<file path="config.mk">
export PLATFORM = sky130hd
export DESIGN_NAME = dmem_access_ctrl
export DESIGN_NICKNAME = d
export VERILOG_FILES = /design/src/rtl/dmem_ctrl_pkg.sv /design/src/rtl/dmem_access_ctrl_rr_arbiter_2.sv /design/src/rtl/dmem_access_ctrl.sv
export SDC_FILE = /design/constraint.sdc
export NUM_CORES = 1
export LEC_CHECK = 0
export CORE_MARGIN = 8
export CORE_UTILIZATION = 33
export CTS_CLUSTER_DIAMETER = 50
export DETAILED_ROUTE_END_ITERATION = 8
export HOLD_SLACK_MARGIN = 0.12
export PLACE_DENSITY = 0.86
export SYNTH_ARGS = -nofsm -noshare
export SYNTH_HDL_FRONTEND = slang
export SYNTH_HIERARCHICAL = 1
export SYNTH_SLANG_ARGS = --single-unit
</file>
<file path="constraint.sdc">
create_clock -name clk -period 2 [get_ports clk]
set_clock_uncertainty 0.05 [all_clocks]
set_input_delay 0.2 -clock clk [delete_from_list [all_inputs] [get_ports clk]]
set_output_delay 0.2 -clock clk [all_outputs]
set_load 0.05 [all_outputs]
</file>
<file path="src/rtl/dmem_ctrl_pkg.sv">
// Shared types and constants for the data-memory access controller.
// FSM state encoding plus size / read-write field values.
package dmem_ctrl_pkg;

  typedef enum logic [1:0] {
    IDLE,
    ACCESS,
    RESP
  } state_e;

  localparam logic SIZE_BYTE = 1'b0;
  localparam logic SIZE_WORD = 1'b1;
  localparam logic RW_READ   = 1'b0;
  localparam logic RW_WRITE  = 1'b1;

endpackage

</file>
<file path="src/rtl/dmem_access_ctrl_rr_arbiter_2.sv">
// Two-way round-robin arbiter: on a tie the port that was not granted last wins.
// Ports: req[1:0], en, last_grant (index of last winner) -> one-hot grant[1:0].
module rr_arbiter_2 (
  input  logic [1:0] req,
  input  logic       en,
  input  logic       last_grant,
  output logic [1:0] grant
);

  always_comb begin
    grant = 2'b00;
    if (en) begin
      case (req)
        2'b01:   grant = 2'b01;
        2'b10:   grant = 2'b10;
        2'b11:   grant = last_grant ? 2'b01 : 2'b10;
        default: grant = 2'b00;
      endcase
    end
  end

endmodule

</file>
<file path="src/rtl/dmem_access_ctrl.sv">
// Arbitrates two requesters onto the data memory: one latched request,
// one ACCESS cycle, one RESP cycle with ack/err/rdata to the winner.
// Ports: clk, reset (sync, high); pN_req/rw/size/addr/wdata in;
// pN_ack/err/rdata out; mem_a/di/size/rw/e out; mem_do in.
module dmem_access_ctrl
  import dmem_ctrl_pkg::*;
#(
  parameter int ADDR_W      = 8,
  parameter int DATA_W      = 32,
  parameter bit ALIGN_CHECK = 1'b1
) (
  input  logic              clk,
  input  logic              reset,
  input  logic              p0_req,
  input  logic              p0_rw,
  input  logic              p0_size,
  input  logic [ADDR_W-1:0] p0_addr,
  input  logic [DATA_W-1:0] p0_wdata,
  output logic              p0_ack,
  output logic              p0_err,
  output logic [DATA_W-1:0] p0_rdata,
  input  logic              p1_req,
  input  logic              p1_rw,
  input  logic              p1_size,
  input  logic [ADDR_W-1:0] p1_addr,
  input  logic [DATA_W-1:0] p1_wdata,
  output logic              p1_ack,
  output logic              p1_err,
  output logic [DATA_W-1:0] p1_rdata,
  output logic [ADDR_W-1:0] mem_a,
  output logic [DATA_W-1:0] mem_di,
  output logic              mem_size,
  output logic              mem_rw,
  output logic              mem_e,
  input  logic [DATA_W-1:0] mem_do
);

  state_e              state_q, state_d;
  logic                last_q, last_d;
  logic                port_q, port_d;
  logic                rw_q, rw_d;
  logic                err_q, err_d;
  logic [ADDR_W-1:0]   mem_a_q, mem_a_d;
  logic [DATA_W-1:0]   mem_di_q, mem_di_d;
  logic                mem_size_q, mem_size_d;
  logic [DATA_W-1:0]   rdata_q, rdata_d;

  logic [1:0]          grant;
  logic                sel;
  logic                sel_rw;
  logic                sel_size;
  logic [ADDR_W-1:0]   sel_addr;
  logic [DATA_W-1:0]   sel_wdata;
  logic                misaligned;
  logic                resp;

  rr_arbiter_2 u_arb (
    .req        ({p1_req, p0_req}),
    .en         (state_q == IDLE),
    .last_grant (last_q),
    .grant      (grant)
  );

  always_comb begin
    sel       = grant[1];
    sel_rw    = sel ? p1_rw    : p0_rw;
    sel_size  = sel ? p1_size  : p0_size;
    sel_addr  = sel ? p1_addr  : p0_addr;
    sel_wdata = sel ? p1_wdata : p0_wdata;
    misaligned = ALIGN_CHECK
              && (sel_size == SIZE_WORD)
              && (sel_addr[1:0] != 2'b00);
  end

  always_comb begin
    state_d    = state_q;
    last_d     = last_q;
    port_d     = port_q;
    rw_d       = rw_q;
    err_d      = err_q;
    mem_a_d    = mem_a_q;
    mem_di_d   = mem_di_q;
    mem_size_d = mem_size_q;
    rdata_d    = rdata_q;
    unique case (state_q)
      IDLE: begin
        if (|grant) begin
          last_d  = sel;
          port_d  = sel;
          rw_d    = sel_rw;
          err_d   = misaligned;
          rdata_d = '0;
          if (misaligned) begin
            state_d = RESP;
          end else begin
            // Memory-facing address/data only move on a real access.
            mem_a_d    = sel_addr;
            mem_di_d   = sel_wdata;
            mem_size_d = sel_size;
            state_d    = ACCESS;
          end
        end
      end
      ACCESS: begin
        if (rw_q == RW_WRITE)
          rdata_d = '0;
        else if (mem_size_q == SIZE_WORD)
          rdata_d = mem_do;
        else
          rdata_d = {{(DATA_W-8){1'b0}}, mem_do[7:0]};
        state_d = RESP;
      end
      RESP: begin
        state_d = IDLE;
      end
      default: begin
        state_d = IDLE;
      end
    endcase
  end

  always_ff @(posedge clk) begin
    if (reset) begin
      state_q    <= IDLE;
      last_q     <= 1'b1;
      port_q     <= 1'b0;
      rw_q       <= RW_READ;
      err_q      <= 1'b0;
      mem_a_q    <= '0;
      mem_di_q   <= '0;
      mem_size_q <= SIZE_BYTE;
      rdata_q    <= '0;
    end else begin
      state_q    <= state_d;
      last_q     <= last_d;
      port_q     <= port_d;
      rw_q       <= rw_d;
      err_q      <= err_d;
      mem_a_q    <= mem_a_d;
      mem_di_q   <= mem_di_d;
      mem_size_q <= mem_size_d;
      rdata_q    <= rdata_d;
    end
  end

  // Enable is gated by reset so an aborted ACCESS never writes.
  assign mem_e    = (state_q == ACCESS) && !reset;
  assign mem_rw   = mem_e && (rw_q == RW_WRITE);
  assign mem_a    = mem_a_q;
  assign mem_di   = mem_di_q;
  assign mem_size = mem_size_q;

  assign resp     = (state_q == RESP);
  assign p0_ack   = resp && !port_q;
  assign p1_ack   = resp && port_q;
  assign p0_err   = p0_ack && err_q;
  assign p1_err   = p1_ack && err_q;
  assign p0_rdata = p0_ack ? rdata_q : '0;
  assign p1_rdata = p1_ack ? rdata_q : '0;

endmodule

</file>
# == After elaboration in Yosys (flattened, before gate mapping) ==
# Index checks and enable logic that the tools add are counted.
# op_classes
n_eq_ne,6
mux,16
n_bitwise,1
n_reduce_logical,16
# ops
operator,n
$mux W32,6
$pmux W32 S2,1
$mux W2,4
$mux W8,1
$logic_and A1 B1 Y1,7
$eq A2 B2 Y1 const B,3
$pmux W2 S3,1
$eq A2 B1 Y1 const B,2
$pmux W2 S2,1
$reduce_and A2 Y1,2
$reduce_bool A2 Y1,2
$reduce_and A3 Y1,1
$logic_not A1 Y1,2
$logic_not A2 Y1,1
$mux W1,2
$ne A2 B2 Y1 const B,1
$reduce_or A2 Y1,1
$not A1 Y1,1
# word_totals
register_bits,79
in_bits,120
elab_cells,48

# == Depth between registers and ports, before layout ==
# Gate-level depths: netlist (run 1).
# logic_depth
ltp_word,9
ltp_mapped,10
depth_no_buf,7

# == By module ==
# The synthesis (run 1) kept the hierarchy.
# modules_own_cells
module,instances,cells_per_inst,area_per_inst_um2,seq_area_each_um2
dmem_access_ctrl,1,397,3614.7,1581.5
rr_arbiter_2,1,5,21.3,0.0

# == Least setup slack after synthesis (run 1) ==
# No wires, ideal clock.
# synth_timing
path_type,reg2out
startpoint,reg state_q[0]
endpoint,out mem_rw
arrival_ns,2.224
slack_ns,-0.474
path_stages_with_launch,3
path_buffers,0
cell_sequence,dfxtp_1 -> nor3b_1 -> and2_1
# synth_via
elab_chain_len,3
# synth_lines
item,line_no,source
"start, declared",dmem_access_ctrl.sv:38,"state_e state_q, state_d;"
"start signal, assigned",dmem_access_ctrl.sv:134,state_q <= state_d;
$eq A2 B1 Y1,dmem_access_ctrl.sv:147,assign mem_e = (state_q == ACCESS) && !reset;
$logic_and A1 B1 Y1,dmem_access_ctrl.sv:147,
net mem_e,dmem_access_ctrl.sv:34,"output logic mem_e,"
$logic_and A1 B1 Y1,dmem_access_ctrl.sv:148,assign mem_rw = mem_e && (rw_q == RW_WRITE);
"end, declared",dmem_access_ctrl.sv:33,"output logic mem_rw,"
# The timed path passes the listed nets, and every way through them passes these cells.

# == Worst setup path after layout (run 1) ==
# layout_timing
startpoint,reg state_q[1]
endpoint,out p0_rdata[5]
# layout_via
elab_chain_len,3
# layout_lines
item,line_no,source
$eq A2 B2 Y1,dmem_access_ctrl.sv:153,assign resp = (state_q == RESP);
$logic_and A1 B1 Y1,dmem_access_ctrl.sv:154,assign p0_ack = resp && !port_q;
$mux W32,dmem_access_ctrl.sv:158,assign p0_rdata = p0_ack ? rdata_q : '0;
"end, declared",dmem_access_ctrl.sv:21,"output logic [DATA_W-1:0] p0_rdata,"
# No other way between the ends.

==> results_dict.tcl, run 1 <==
set metrics [dict create \
    criticalPathCategory "flip-flop to output port" \
    track_usage_pct 17.6 \
    hold_path_class "input port to flip-flop" \
    critPathLaunchType "flip-flop" \
    end_kind "output port" \
    slew_violations 0 \
    startpoint "state_q[1]" \
    setup_viol 0 \
    status "finished clean" \
    antenna_left 0 \
    grt_pass1_wl_um 20600 \
    hold_viol_final 0 \
    worstSkewPairLatency_ps 340 \
    slew_headroom_pct 64.0 \
    synthFlopType "dfxtp_1" \
    ir_drop_v 0.000537 \
    p_total_mw 5.26 \
    cap_violations 0 \
    globalRouteMet2Util_pct 29.7 \
    clk_pin_slew_ps 80 \
    clk_path_buf_depth 2 \
    portBuffers 230 \
    fp.coreArea_sq_um 10800 \
    fp.dieW_um 121 \
    ys_ff_latch 79 \
    antenna_found_initial 0 \
    synthArstFlopShare_pct 0 \
    h-tree-depth 3 \
    gr-total-overflow 0 \
    hold_buffers 0 \
    first_pass_iters 5 \
    area_delta_synth_final_pct 94.7 \
    fin_cells 773 \
    drc 0 \
    vias 3846 \
    syn_area_sq_um 3640 \
    worst_ep_arrival_time_ps 1710 \
    fin_crit_sh_pct 98.1 \
    p_per_area_nw_per_um2 743 \
    grt_util_met3_pct 7.54 \
    dp.cells 751 \
    r2r_start "state_q[0]" \
    final_area_sq_um 7080 \
    critPathMaxFanout 8 \
    ys_types 27 \
    routed_via_density 4.98 \
    critPathRequiredTime_ps 1750 \
    drt_iter0_drc 219 \
    num-nets-final 748 \
    synth_edf_count 0 \
    grt_use_met1_pct 19.1 \
    min_period_ps 1960 \
    rows 38 \
    grt-busiest-layer "met2" \
    finalWeightedCongestion 0.835 \
    dieArea_sq_um 14600 \
    fin_setup_tns_ps 0 \
    ys_warn_count 6 \
    placed_area_sq_um 6810 \
    tightest_slew_ps 539 \
    syn-num-nets 522 \
    grt_pass1_vias 3999 \
    cts_tree "built" \
    syn_inst 402 \
    grt_max_degree 80 \
    rsz0062_at_grt "true" \
    dp_hpwl_um 10600 \
    num_antenna_cells 0 \
    wl_um 13900 \
    fp.dieH_um 121 \
    wl_per_cell_um 18.0 \
    clock_sinks 79 \
    ys_seq_area_share_pct 43.5 \
    clock.fmax_mhz 510 \
    utilization_pct 65.6 \
    start_util_pct 33.7 \
    syn_avg_cell_area_sq_um 9.04 \
    root_buffer "clkbuf_8" \
    io_pins 231 \
    cts_buffers 9 \
    drive_gt1_share_pct 19.3 \
    hp-start "reset" \
    leakagePower_nw 2.66 \
]
[where the power goes]
group / switching, mW / internal [mW]
sequential: 0.134 / 1.78
clock: 0.579 / 0.445
combinational: 1.37 / 0.949
[synth_stat cells, types with 2 or more instances]
cell | number | share of area, %
a211oi_1 | 41 | 8.5
clkbuf_1 | 14 | 1.4
nor2_1 | 77 | 7.9
mux2i_1 | 41 | 11
dfxtp_1 | 79 | 43
buf_6 | 2 | 0.62
buf_2 | 14 | 1.9
buf_4 | 5 | 1.0
nor3b_1 | 2 | 0.41
and2_1 | 69 | 12
nand2_1 | 5 | 0.52
a22oi_1 | 33 | 6.8
a21oi_1 | 4 | 0.55
nor3_1 | 3 | 0.41
[critical path: stages (launching register included)]
cell	delay (ps)
dfxtp_2	360
buf_4	160
nor3b_4	230
buf_6	140
buf_4	160
and2_1	190
buf_12	150
[state kept, by name, indices dropped and copies added (netlist names)]
name and count:
err_q 1, last_q 1, mem_a 8, mem_di 32
mem_size 1, port_q 1, rdata_q 32, rw_q 1
state_q 2
[metal layers]
layer	vias up	part of all wire, %
met2	184	48
met4	0	2.1
met5	-	0
met3	21	10
li1	1855	-
met1	1786	40
[stage by stage]
| step | worst slack, ps | hold slack [ps] |
|---|---|---|
| floorplan | -16.1 | 311 |
| global placement | 50.9 | 435 |
| detailed placement | -96.9 | 444 |
| CTS | 8.48 | 305 |
| global route | -34.2 | 334 |
| finish | 38.0 | 324 |
[cells by family after synthesis]
family	count (synthesis)	share of synthesized area, %
AO/OA/AOI/OAI	84	17.2
buffers and inverters	36	5.13
flip-flops	79	43.5
multiplexers	42	11.6
AND/OR/NAND/NOR	161	22.6
[worst paths after layout]
check / endpoint / cells after the start / slack (ps)
min reg2reg: mem_di[20] / 2 / 450
max: p0_rdata[5] / 6 / 40
max reg2reg: mem_a[6] / 8 / 90
min: port_q / 3 / 320
[timing repair]
item                                    in CTS  in global routing
endpoints found under the setup margin      33                 74
gates cloned                                 0                  3
pin swaps                                    0                  1
hold endpoints to repair                     0                  0
buffers inserted                             0                  3
resized for setup                            1                 16
[layout make-up]
class | count | area [sq um]
Timing Repair Buffer | 250 | 3230
Multi-Input combinational cell | 287 | 1920
Inverter | 1 | 3.75
Clock inverter | 6 | 37.5
Tap cell | 140 | 175
Sequential cell | 79 | 1580
Fill cell | 807 | 3710
Clock buffer | 10 | 128
[layout by cell type (no fill, tap or decap), types with 5 or more instances in the layout]
cell	instances
a211oi_1	40
dfxtp_1	78
buf_4	11
nor2_1	77
buf_12	74
a22oi_1	33
nand2_1	5
clkbuf_8	9
and2_4	5
and2_1	64
clkdlybuf4s50_1	159
mux2i_1	41
(Power assumes the default switching activity.)
==> inputs of run 2 (changes only) <==
Settings changed: CORE_UTILIZATION 33 to 24, PLACE_DENSITY 0.86 to 0.68.
==> run 2 against run 1 <==
Fmax rose by 1.3%. Wire length down 1.7%. Non-clock buffer count is 1 lower. Critical endpoint is now p0_rdata[8]. Setup slack improved by 25 ps. Largest cell class unchanged.
==> results_dict.tcl, run 2 (synthesized netlist as in run 1, its figures left out) <==
set metrics [dict create \
    status "finished clean" \
    worstSkewPairLatency_ps 340 \
    cap_violations 0 \
    fin_cells 820 \
    grt_pass1_vias 3884 \
    wl_per_cell_um 16.7 \
    hold_path_class "input port to flip-flop" \
    dp_hpwl_um 10500 \
    critPathRequiredTime_ps 1750 \
    hold_buffers 0 \
    area_delta_synth_final_pct 99.3 \
    p_clk_share_pct 26.4 \
    antenna_found_initial 0 \
    finalWeightedCongestion 0.781 \
    fp.dieW_um 139 \
    cts_tree "built" \
    intPower_mw 3.59 \
    clock_sinks 79 \
    criticalPathCategory "flip-flop to output port" \
    clock.fmax_mhz 516 \
    clk_pin_slew_ps 60 \
    path_common_cell "buf_4" \
    fin_crit_sh_pct 96.8 \
    seq_power_share_pct 33.6 \
    setup_ws_ps 63.4 \
    slew_headroom_pct 63.7 \
    root_buffer "clkbuf_16" \
    path_cells "buf_4 -> nor3b_4 -> buf_4 -> clkbuf_16 -> and2_1 -> buf_12" \
    dieArea_sq_um 19300 \
    gr-total-overflow 0 \
    start_util_pct 24.3 \
    wl_um 13700 \
    layout_commonest_cell "clkdlybuf4s50_1" \
    slowest_delay_ps 350 \
    comb_power_share_pct 40.0 \
    critPathLaunchType "flip-flop" \
    first_pass_iters 4 \
    drive_gt1_share_pct 18.8 \
    swShare_pct 37.0 \
    vias 3771 \
    p_per_area_nw_per_um2 786 \
    critPathMaxFanout 17 \
    critPathSlowestCell "dfxtp_2" \
    h-tree-depth 3 \
    dpl_worst_slack_ps -53.7 \
    io_pins 231 \
    fp.coreArea_sq_um 15000 \
    grt_pass1_wl_um 21100 \
    drc 0 \
    mostFrequentLayoutCells "clkdlybuf4s50_1, dfxtp_1, nor2_1, buf_12, and2_1" \
    portBuffers 230 \
    num-nets-final 747 \
    setup_viol 0 \
    leakagePower_nw 2.71 \
    drt_iter0_drc 145 \
    track_usage_pct 13.6 \
    cts_buffers 9 \
    rows 45 \
    power_switching_mw 2.11 \
    grt_max_degree 80 \
    end_kind "output port" \
    dp.cells 801 \
    fp.dieH_um 139 \
    num_antenna_cells 0 \
    ir_drop_v 0.000451 \
    worst_ep_arrival_time_ps 1690 \
    min_period_ps 1940 \
    tightest_slew_ps 543 \
    fin_setup_tns_ps 0 \
    clk_path_buf_depth 2 \
    hold_viol_final 0 \
    slew_violations 0 \
    antenna_left 0 \
    routed_via_density 4.60 \
]
## run 2: changes by cell type in the layout (fill, tap and decap cells not counted), moves of 2 or more
cell / delta
clkbuf_8: -8
and2_1: +2
buf_6: -3
buf_12: +2
clkinvlp_4: -2
clkbuf_16: +9
and2_4: -2
## run 2: timing repair
action / CTS / global route
setup endpoints to repair: 1 / 33
gates resized for setup: 1 / 6
buffers inserted: 0 / 2
cloned: 0 / 1
## run 2: final timing paths
| check | to | cells after the start | slack, ps | start |
|---|---|---|---|---|
| worst min-delay path | rdata_q[3] | 3 | 330 | reset |
| worst max-delay path | p0_rdata[8] | 6 | 60 | state_q[1] |
| worst min register to register | mem_di[21] | 2 | 450 | mem_di[21] |
| worst max register to register | mem_di[17] | 9 | 180 | state_q[0] |
## run 2: critical path: cells and delay by family (launching register included)
family / cells / cell delay [ps]
buf+inv: 4 / 630
flops: 1 / 350
simple gates: 2 / 380
## run 2: power by group through the flow
| stage | Sequential, mW | Combinational [mW] | Clock (mW) |
|---|---|---|---|
| global route | 1.94 | 2.42 | 1.62 |
| global placement | 1.94 | 2.22 | 0 |
| CTS | 1.92 | 2.27 | 1.57 |
| floorplan | 2.53 | 0.756 | 0 |
| detailed placement | 1.95 | 2.27 | 0 |
| finish | 1.91 | 2.28 | 1.51 |
## run 2: through the flow
| stage | power (mW) | util [%] | hold slack (ps) | area [sq um] |
|---|---|---|---|---|
| 6_report | 5.70 | 48.4 | 326 | 7250 |
| 5_1_grt | 5.99 | 48.4 | 350 | 7250 |
| 4_1_cts | 5.76 | 48.0 | 317 | 7190 |
| 3_5_place_dp | 4.21 | 46.1 | 446 | 6910 |
| 3_3_place_gp | 4.16 | 46.1 | 434 | 6910 |
| 2_1_floorplan | 3.29 | - | 311 | 3640 |
## run 2: area by class of cell
class / count / area, sq um
Clock buffer: 10 / 239
Clock inverter: 6 / 36.3
Fill cell: 1375 / 7730
Inverter: 1 / 3.75
Multi-Input combinational cell: 287 / 1910
Sequential cell: 79 / 1580
Tap cell: 188 / 235
Timing Repair Buffer: 249 / 3240
## run 2: routing by layer
| layer | vias to the layer above | routed length, um | track usage, % |
|---|---|---|---|
| li1 | 1850 | - | - |
| met1 | 1740 | 5590 | 14.9 |
| met2 | 165 | 6660 | 23.3 |
| met3 | 16 | 1190 | 5.20 |
| met4 | 0 | 259 | 5.66 |
| met5 | - | 0 | 0 |
==> inputs of run 3 (changes only) <==
Settings changed: CAP_MARGIN from default to 20.
==> results of run 3 <==
Final layout, timing and power as in run 2 (identical DEF).
